## config.mk

```make
export PLATFORM = sky130hd
export DESIGN_NAME = tmds_encoder_bank_flat
export DESIGN_NICKNAME = d
export VERILOG_FILES = /design/src/rtl/tmds_pkg.sv /design/src/rtl/tmds_encoder_bank_if.sv /design/src/rtl/tmds_channel_encoder.sv /design/src/rtl/tmds_encoder_bank.sv /design/src/flat_wrapper.sv
export SDC_FILE = /design/constraint.sdc
export NUM_CORES = 1
export LEC_CHECK = 0
export BUFFER_PORTS_ARGS = -buffer_cell sky130_fd_sc_hd__buf_2
export CORE_MARGIN = 2
export CORE_UTILIZATION = 29
export DETAILED_ROUTE_END_ITERATION = 8
export PLACE_DENSITY_LB_ADDON = 0.2
export SLEW_MARGIN = 20
export SYNTH_ARGS = -nofsm -noshare
export SYNTH_HDL_FRONTEND = slang
export SYNTH_HIERARCHICAL = 1
export SYNTH_SLANG_ARGS = --single-unit
```

## constraint.sdc

```tcl
create_clock -name i_clk -period 13.6 [get_ports i_clk]
set_clock_uncertainty 0.1 [all_clocks]
set_input_delay 0.68 -clock i_clk [delete_from_list [all_inputs] [get_ports i_clk]]
set_output_delay 0.68 -clock i_clk [all_outputs]
set_load 0.01 [all_outputs]
```

## src/rtl/tmds_pkg.sv

```systemverilog
// Shared TMDS symbol tables, channel-mode encoding and the byte popcount helper
// used by every channel encoder.
package tmds_pkg;

    typedef enum logic [1:0] {
        MODE_CTRL   = 2'd0,
        MODE_VIDEO  = 2'd1,
        MODE_GUARD  = 2'd2,
        MODE_TERC4  = 2'd3
    } tmds_mode_t;

    localparam logic [9:0] CTRL_CODE [4] = '{
        10'b1101010100, 10'b0010101011, 10'b0101010100, 10'b1010101011
    };

    localparam logic [9:0] TERC4_CODE [16] = '{
        10'b1010011100, 10'b1001100011, 10'b1011100100, 10'b1011100010,
        10'b0101110001, 10'b0100011110, 10'b0110001110, 10'b0100111100,
        10'b1011001100, 10'b0100111001, 10'b0110011100, 10'b1011000110,
        10'b1010001110, 10'b1001110001, 10'b0101100011, 10'b1011000011
    };

    localparam logic [9:0] GUARD_CODE_A = 10'b1011001100;
    localparam logic [9:0] GUARD_CODE_B = 10'b0100110011;
    localparam logic [9:0] CLK_PATTERN  = 10'b0000011111;

    function automatic logic [3:0] popcount8(input logic [7:0] v);
        logic [3:0] n;
        n = '0;
        for (int i = 0; i < 8; i++) begin
            n = n + {3'b000, v[i]};
        end
        return n;
    endfunction

endpackage

```

## src/rtl/tmds_encoder_bank_if.sv

```systemverilog
// Symbol-bank bus: per-cycle mode/payload towards the encoders, symbols and
// valid flag back towards the serializers.
interface tmds_encoder_bank_if #(parameter int NUM_CH = 3);

    logic                   i_en;
    logic [1:0]             i_mode;
    logic [NUM_CH*8-1:0]    i_data;
    logic [NUM_CH*2-1:0]    i_ctrl;
    logic [NUM_CH*4-1:0]    i_aux;
    logic [NUM_CH*10-1:0]   o_tmds;
    logic [9:0]             o_tmds_clk;
    logic                   o_valid;

    modport master (
        output i_en, i_mode, i_data, i_ctrl, i_aux,
        input  o_tmds, o_tmds_clk, o_valid
    );

    modport slave (
        input  i_en, i_mode, i_data, i_ctrl, i_aux,
        output o_tmds, o_tmds_clk, o_valid
    );

endinterface

```

## src/rtl/tmds_channel_encoder.sv

```systemverilog
// One TMDS lane: stage 1 minimises transitions and counts ones, stage 2 picks
// the symbol for the current mode and tracks running disparity.
module tmds_channel_encoder import tmds_pkg::*; #(
    parameter int CH_IDX = 0
) (
    input  logic        clk,
    input  logic        srst,
    input  logic        en,
    input  logic [1:0]  mode,
    input  logic [7:0]  data,
    input  logic [1:0]  ctrl,
    input  logic [3:0]  aux,
    output logic [9:0]  tmds
);

    localparam logic [9:0] GUARD_SYM = (CH_IDX % 3 == 1) ? GUARD_CODE_B : GUARD_CODE_A;

    logic [3:0]         n1_data;
    logic               use_xnor;
    logic [8:0]         q_m_next;

    tmds_mode_t         mode_reg;
    logic [8:0]         q_m_reg;
    logic [3:0]         n1_reg;
    logic [1:0]         ctrl_reg;
    logic [3:0]         aux_reg;

    logic [9:0]         tmds_reg;
    logic [9:0]         tmds_next;
    logic signed [4:0]  cnt_reg;
    logic signed [4:0]  cnt_next;

    logic signed [5:0]  diff;
    logic signed [5:0]  cnt_ext;
    logic signed [5:0]  video_cnt;
    logic [9:0]         video_sym;

    always_comb begin
        n1_data  = popcount8(data);
        use_xnor = (n1_data > 4'd4) || ((n1_data == 4'd4) && !data[0]);
        q_m_next = '0;
        q_m_next[0] = data[0];
        for (int i = 1; i < 8; i++) begin
            q_m_next[i] = use_xnor ? ~(q_m_next[i-1] ^ data[i]) : (q_m_next[i-1] ^ data[i]);
        end
        q_m_next[8] = ~use_xnor;
    end

    always_ff @(posedge clk) begin
        if (srst) begin
            mode_reg <= MODE_CTRL;
            q_m_reg  <= '0;
            n1_reg   <= '0;
            ctrl_reg <= '0;
            aux_reg  <= '0;
        end else if (en) begin
            mode_reg <= tmds_mode_t'(mode);
            q_m_reg  <= q_m_next;
            n1_reg   <= popcount8(q_m_next[7:0]);
            ctrl_reg <= ctrl;
            aux_reg  <= aux;
        end
    end

    // diff is N1-N0 of q_m[7:0]; all disparity math is done at 6 bits, the
    // result always fits back into the 5-bit counter.
    always_comb begin
        diff      = $signed({1'b0, n1_reg, 1'b0}) - 6'sd8;
        cnt_ext   = {cnt_reg[4], cnt_reg};
        video_sym = '0;
        video_cnt = '0;
        if ((cnt_reg == 5'sd0) || (n1_reg == 4'd4)) begin
            video_sym = {~q_m_reg[8], q_m_reg[8], q_m_reg[8] ? q_m_reg[7:0] : ~q_m_reg[7:0]};
            video_cnt = q_m_reg[8] ? (cnt_ext + diff) : (cnt_ext - diff);
        end else if (((cnt_reg > 5'sd0) && (n1_reg > 4'd4)) ||
                     ((cnt_reg < 5'sd0) && (n1_reg < 4'd4))) begin
            video_sym = {1'b1, q_m_reg[8], ~q_m_reg[7:0]};
            video_cnt = cnt_ext + (q_m_reg[8] ? 6'sd2 : 6'sd0) - diff;
        end else begin
            video_sym = {1'b0, q_m_reg[8], q_m_reg[7:0]};
            video_cnt = cnt_ext - (q_m_reg[8] ? 6'sd0 : 6'sd2) + diff;
        end

        tmds_next = CTRL_CODE[ctrl_reg];
        cnt_next  = 5'sd0;
        case (mode_reg)
            MODE_CTRL:  tmds_next = CTRL_CODE[ctrl_reg];
            MODE_VIDEO: begin
                tmds_next = video_sym;
                cnt_next  = video_cnt[4:0];
            end
            MODE_GUARD: tmds_next = GUARD_SYM;
            MODE_TERC4: tmds_next = TERC4_CODE[aux_reg];
            default:    tmds_next = CTRL_CODE[0];
        endcase
    end

    always_ff @(posedge clk) begin
        if (srst) begin
            tmds_reg <= CTRL_CODE[0];
            cnt_reg  <= 5'sd0;
        end else if (en) begin
            tmds_reg <= tmds_next;
            cnt_reg  <= cnt_next;
        end
    end

    assign tmds = tmds_reg;

endmodule

```

## src/rtl/tmds_encoder_bank.sv

```systemverilog
// N-lane TMDS symbol bank: one encoder per data lane plus the fixed clock-lane
// pattern; a two-deep fill register marks when the pipeline holds real symbols.
module tmds_encoder_bank import tmds_pkg::*; #(
    parameter int NUM_CH = 3
) (
    input  logic                 i_clk,
    input  logic                 i_rst,
    tmds_encoder_bank_if.slave   bus
);

    logic [NUM_CH*10-1:0] tmds_bus;
    logic [1:0]           valid_reg;

    for (genvar gi = 0; gi < NUM_CH; gi++) begin : g_ch
        tmds_channel_encoder #(.CH_IDX(gi)) u_ch (
            .clk  (i_clk),
            .srst (i_rst),
            .en   (bus.i_en),
            .mode (bus.i_mode),
            .data (bus.i_data[8*gi +: 8]),
            .ctrl (bus.i_ctrl[2*gi +: 2]),
            .aux  (bus.i_aux[4*gi +: 4]),
            .tmds (tmds_bus[10*gi +: 10])
        );
    end

    always_ff @(posedge i_clk) begin
        if (i_rst) begin
            valid_reg <= 2'b00;
        end else if (bus.i_en) begin
            valid_reg <= {valid_reg[0], 1'b1};
        end
    end

    assign bus.o_tmds     = tmds_bus;
    assign bus.o_tmds_clk = CLK_PATTERN;
    assign bus.o_valid    = valid_reg[1];

endmodule

```

## src/flat_wrapper.sv

```systemverilog
// flat-port wrapper written by rule: the top's interface ports become plain ports
module tmds_encoder_bank_flat import tmds_pkg::*;
#(
    parameter int NUM_CH = 3
)
  (i_clk, i_rst, bus_i_en, bus_i_mode, bus_i_data, bus_i_ctrl, bus_i_aux, bus_o_tmds, bus_o_tmds_clk, bus_o_valid);
  tmds_encoder_bank_if #(.NUM_CH(NUM_CH)) bus_i ();
  input  logic i_clk;
  input  logic i_rst;
  input wire logic [$bits(bus_i.i_en)-1:0] bus_i_en;
  input wire logic [$bits(bus_i.i_mode)-1:0] bus_i_mode;
  input wire logic [$bits(bus_i.i_data)-1:0] bus_i_data;
  input wire logic [$bits(bus_i.i_ctrl)-1:0] bus_i_ctrl;
  input wire logic [$bits(bus_i.i_aux)-1:0] bus_i_aux;
  output wire logic [$bits(bus_i.o_tmds)-1:0] bus_o_tmds;
  output wire logic [$bits(bus_i.o_tmds_clk)-1:0] bus_o_tmds_clk;
  output wire logic [$bits(bus_i.o_valid)-1:0] bus_o_valid;
  assign bus_i.i_en = bus_i_en;
  assign bus_i.i_mode = bus_i_mode;
  assign bus_i.i_data = bus_i_data;
  assign bus_i.i_ctrl = bus_i_ctrl;
  assign bus_i.i_aux = bus_i_aux;
  assign bus_o_tmds = bus_i.o_tmds;
  assign bus_o_tmds_clk = bus_i.o_tmds_clk;
  assign bus_o_valid = bus_i.o_valid;
  tmds_encoder_bank #(.NUM_CH(NUM_CH)) u_core (.i_clk(i_clk), .i_rst(i_rst), .bus(bus_i));
endmodule
```

; ---- Word level (Yosys, flattened, before mapping)
; Memory sizes are Yosys's and may differ from the RTL's.
; Cells that the tools add are included.
[totals]
ff_bits = 106
mem_bits_ro = 480
word_cells = 264
n_memories = 3
[mem_list]
columns = name, depth, word_bits, read_ports, rd_clocked_by_memory_dff, write_ports, line_no
row1 = (no name shown), 16, 10, 1, 0, 0, tmds_channel_encoder.sv:93  ; MODE_TERC4: tmds_next = TERC4_CODE[aux_reg];
row2 = (no name shown), 16, 10, 1, 0, 0, tmds_channel_encoder.sv:93
row3 = (no name shown), 16, 10, 1, 0, 0, tmds_channel_encoder.sv:93
[classes]
addsub = 63
n_lt_le_gt_ge = 21
n_eq_ne = 9
muxes = 66
bitwise_logic = 57
n_reduce_logical = 25
[ops]
columns = cell, n
row1 = 10-bit 2-to-1 mux, 18
row2 = 10-bit one-hot mux with 4 select lines, 3
row3 = 4-bit by 1-bit adder with 4-bit output, 24
row4 = 10-bit binary-select mux with 2-bit select, 3
row5 = 5-bit 2-to-1 mux, 12
row6 = 5-bit adder, 6
row7 = 5-bit subtractor, 6
row8 = 1-bit inverter, 27
row9 = 3-bit by 1-bit adder with 4-bit output, 6
row10 = "4-bit by 3-bit == test with 1-bit output, second input constant", 6
row11 = "4-bit by 3-bit > comparator with 1-bit output, second input constant", 6
row12 = 8-bit 2-to-1 mux, 3
row13 = 8-bit inverter, 3
row14 = 1-bit 2-to-1 mux, 21
row15 = 1-bit bitwise XOR, 21
row16 = 2-bit by 1-bit adder with 3-bit output, 6
row17 = 5-bit by 3-bit adder with 5-bit output, 3
row18 = "5-bit greater-or-equal comparator, second input constant", 3
row19 = "5-bit by 1-bit > comparator with 1-bit output, second input constant", 3
row20 = 5-bit logical NOT, 3
row21 = "5-bit by 1-bit < comparator with 1-bit output, second input constant", 3
row22 = 4-bit inverter with 5-bit output, 3
row23 = 5-bit by 3-bit subtractor with 5-bit output, 3
row24 = "5-bit by 4-bit subtractor with 5-bit output, second input constant", 3
row25 = other kinds (11), 46

; ---- Longest topological paths before layout
[logic_depth]
ltp_word = 30
mapped_depth = 22

; ---- By module
; The synthesis kept the hierarchy.
[by_module_without_submodules]
columns = module, instances, cells_each, area_per_inst_um2, seq_area_each_um2
row1 = tmds_channel_encoder at u_core.g_ch[1].u_ch, 1, 378, 3185.6, 700.7
row2 = tmds_channel_encoder at u_core.g_ch[2].u_ch, 1, 354, 3026.7, 700.7
row3 = tmds_channel_encoder at u_core.g_ch[0].u_ch, 1, 350, 2992.9, 700.7
row4 = tmds_encoder_bank, 1, 18, 143.9, 40.0

; ---- Least setup slack after synthesis
; No wires, ideal clock.
[synth_timing]
path_kind = input port to flip-flop
start = in bus_i_data[0]
end = reg u_core.g_ch[0].u_ch.n1_reg[2]
arrival_time_ns = 6.078
path_slack_ns = 7.294
path_stages = 20
cell_sequence = inv_1 -> fa_1 -> fa_1 -> fa_1 -> inv_1 -> ha_1 -> fa_1 -> or3b_2 -> a22oi_2 -> xor2_1 -> fa_1 -> xor2_1 -> ha_1 -> fa_1 -> ha_1 -> inv_1 -> fa_1 -> xnor2_1 -> mux2i_1 -> nor2_1
[synth_via]
elab_chain_cells = 30
word_cells_on_any_way = 40
[synth_lines]
columns = element, line_no
row1 = start: declaration, flat_wrapper.sv:12  ; input wire logic [$bits(bus_i.i_data)-1:0] bus_i_data;
row2 = "parallel branches: the longest is 29 deep, another holds 3-bit by 1-bit adder with 4-bit output", --
row3 = 4-bit by 1-bit adder with 4-bit output (*), tmds_pkg.sv:31  ; n = n + {3'b000, v[i]};
row4 = end signal: assignment, tmds_channel_encoder.sv:59  ; n1_reg <= popcount8(q_m_next[7:0]);
row5 = end: declaration, tmds_channel_encoder.sv:24  ; logic [3:0] n1_reg;
; Every way passes the cells marked *.
; A chain may end at the register's enable or synchronous reset.

; ---- Worst setup path after layout
; Same ends and word-level chain as after synthesis.

==> results by group <==
Run status
  • Status: finished clean

Synth
  • Dominant cells by area after synthesis: dfxtp_1, ha_1, fa_1
  • Netlist cell types: 82
  • Synthesized instance count: 1100
  • EDFF count, synth: 0
  • Mapped cell area: 0.00935 sq mm
  • Top cell type's share of synthesized area: 0.229
  • Flop and latch count out of synthesis: 107
  • Area leader, netlist: dfxtp_1
  • Synthesis Warnings: 6
  • Mean Syn Cell Area: 8.50 sq um
  • Async set-reset flop share out of synthesis: 0
  • Main synth FF type: dfxtp_1
  • Sequential fraction of the synthesis area: 0.229

Setup path
  • Critical Path Source Type: input pin
  • CP arrival: 6.47 ns
  • Worst endpoint required time: 13.72 ns
  • Crit Path Class: input pin to flop
  • Type of element capturing the critical path: flop
  • Worst-path fanout max: 5

STA
  • Max-slew violations: 0
  • Min Tclk post-route: approximately 6.4 ns
  • Fmax: 157 MHz
  • Setup_tns: 0 ns
  • Worst Slack Setup Final: 7.25 ns
  • Unrepaired setup endpoints after global routing: no
  • Setup-failing EPs final: 0
  • Minimum hold slack: 0.362 ns
  • Slew @ Worst Pin: 0.888 ns
  • Rel. slew slack: 0.408
  • Period utilisation layout: 0.467
  • Fin. Hold Viols: 0

Clock tree
  • Post-CTS sizing: 0
  • # clock sinks: 107
  • Setup bufs post-CTS: 0
  • Num CTS Buffers: 9
  • Cts hold-fix bufs: 0
  • Clk root buf: clkbuf_16
  • CTS clk-pin slew, worst paths: approximately 0.07 ns
  • Clk_lat worst skew: 0.36 ns
  • CTS tree: built
  • H-tree depth: 3
  • Clk buf depth: 2

Placed design
  • Port buffer count: 77
  • Hpwl dp: between 15 and 20 mm
  • Place WS: 6.87 ns
  • Placed Cells: approximately 1500
  • Gp weighted congestion: 0.809

Route
  • Via density per instance: around 4.8
  • DRC violations left: 0
  • Via count: 7451
  • DRT Wirelength: 22.5 mm
  • ANT nets after route: 0
  • WL per Instance: 14.6 um
  • DRT Pass-1 Iters: 4
  • DR iter-0 viols: 338

Global routing
  • Initial antenna violation count: 1
  • Grt ovf: 0
  • Vias in the first global route: between 7000 and 8000
  • Largest net degree at the start of global routing: 71
  • First-pass GRT wire length: 37.7 mm
  • Gr usage total: 0.138

Cells and area
  • Share of cells above drive strength 1: 0.111
  • Commonest non-fill, non-tap cell in the layout: nor2_1
  • Number of flip-flops in the largest register: 30
  • Nets: 1304
  • Fin cells: 1540
  • Most frequent cells in the layout: nor2_1, inv_1, dfxtp_1
  • Synthesis-to-layout area growth: 10.2%

Power
  • Max VDD drop: 0.0721 mV
  • Static leakage: roughly 4.7 nW
  • Tot Pwr: 1.72 mW
  • Power Dens Cells: about 170 mW/mm^2

Floorplan
  • IO Count: a little under 90
  • # rows: 65
  • Die width: between 150 and 200 um
  • Die ar.: 0.0337 sq mm
  • Initial Util: 0.296
  • DIE HEIGHT: 184 um
  • Core Footprint: 0.0316 sq mm

Min path
  • Worst hold-check path type: flop to flop

Run
  • Number of max-cap violations: 0
[synthesized netlist by cell type, drive strengths merged, types with 16 or more instances]
cell type  number
nor3           22
nand2b         23
clkbuf         36
buf            28
fa             36
a21o           23
nor2b          16
inv           113
ha             87
xnor2          55
xor2           35
nand2          53
nor2          129
dfxtp         107
a21oi          62
mux2i          50
o21ai          34
[metal layers]
metal  wire length [um]  global-route usage  up-vias
met5                  0                   0        -
met4                323              0.0326        0
met3                762              0.0218       17
met2              10400               0.233      122
li1                   -                   -     3804
met1              11100               0.183     3508
[power by group]
part / total, mW / internal [mW] / switching, mW
sequential: 0.407 / 0.357 / 0.0506
clock: 0.287 / 0.165 / 0.122
combinational: 1.03 / 0.487 / 0.543
total: 1.72 / 1.01 / 0.715
[kinds of logic after synthesis]
logic type / count (synthesis) / synth area share
AOI/OAI and AO/OA: 234 / 0.178
DFF: 107 / 0.229
and+or+nand+nor: 305 / 0.155
buffers and inverters: 177 / 0.0779
adders and majority gates: 123 / 0.194
muxes: 57 / 0.0620
other: 2 / 0.000803
xor gates and xnor gates: 95 / 0.103
[cell type report]
cell class	instances	area, sq um
antenna	1	2.50
multi-input combinational	824	6510
clock inverter	4	76.3
clock buffer	10	239
fill	3335	21300
tap	402	503
timing repair buffer	79	405
sequential	107	2140
inverter	113	424
[worst paths after layout]
| check | start | slack [ns] | cells after the start | endpoint |
|---|---|---|---|---|
| setup / recovery | bus_i_data[0] | 7.25 | 21 | u_core/g_ch[0].u_ch/n1_reg[2]$_SDFFE_PP0P_ |
| hold / removal | u_core/g_ch[2].u_ch/n1_reg[3]$_SDFFE_PP0P_ | 0.36 | 2 | u_core/g_ch[2].u_ch/n1_reg[3]$_SDFFE_PP0P_ |
| setup reg to reg | u_core/g_ch[1].u_ch/q_m_reg[8]$_SDFFE_PP0P_ | 10.53 | 9 | u_core/g_ch[1].u_ch/cnt_reg[2]$_SDFFE_PP0P_ |
| hold reg to reg | u_core/g_ch[2].u_ch/n1_reg[3]$_SDFFE_PP0P_ | 0.36 | 2 | u_core/g_ch[2].u_ch/n1_reg[3]$_SDFFE_PP0P_ |
[critical path, stage by stage]
cell and delay (ns):
buf_2 0.12, inv_1 0.09, fa_1 0.55, fa_1 0.44, fa_1 0.49, inv_1 0.04, ha_1 0.20, fa_1 0.42
or3b_2 0.48, a22oi_2 0.33, xor2_1 0.28, fa_1 0.50, xor2_1 0.18, ha_1 0.30, fa_1 0.48, ha_1 0.16
inv_1 0.05, fa_1 0.37, xnor2_1 0.13, mux2i_1 0.13, nor2_1 0.05
[through the flow]
stage / util / cell area, sq um
global route: 0.326 / 10300
finish: 0.326 / 10300
global placement: 0.316 / 9980
floorplan: - / 9380
CTS: 0.326 / 10300
detailed placement: 0.316 / 9980
No activity file was read; power rests on OpenSTA's default activity.
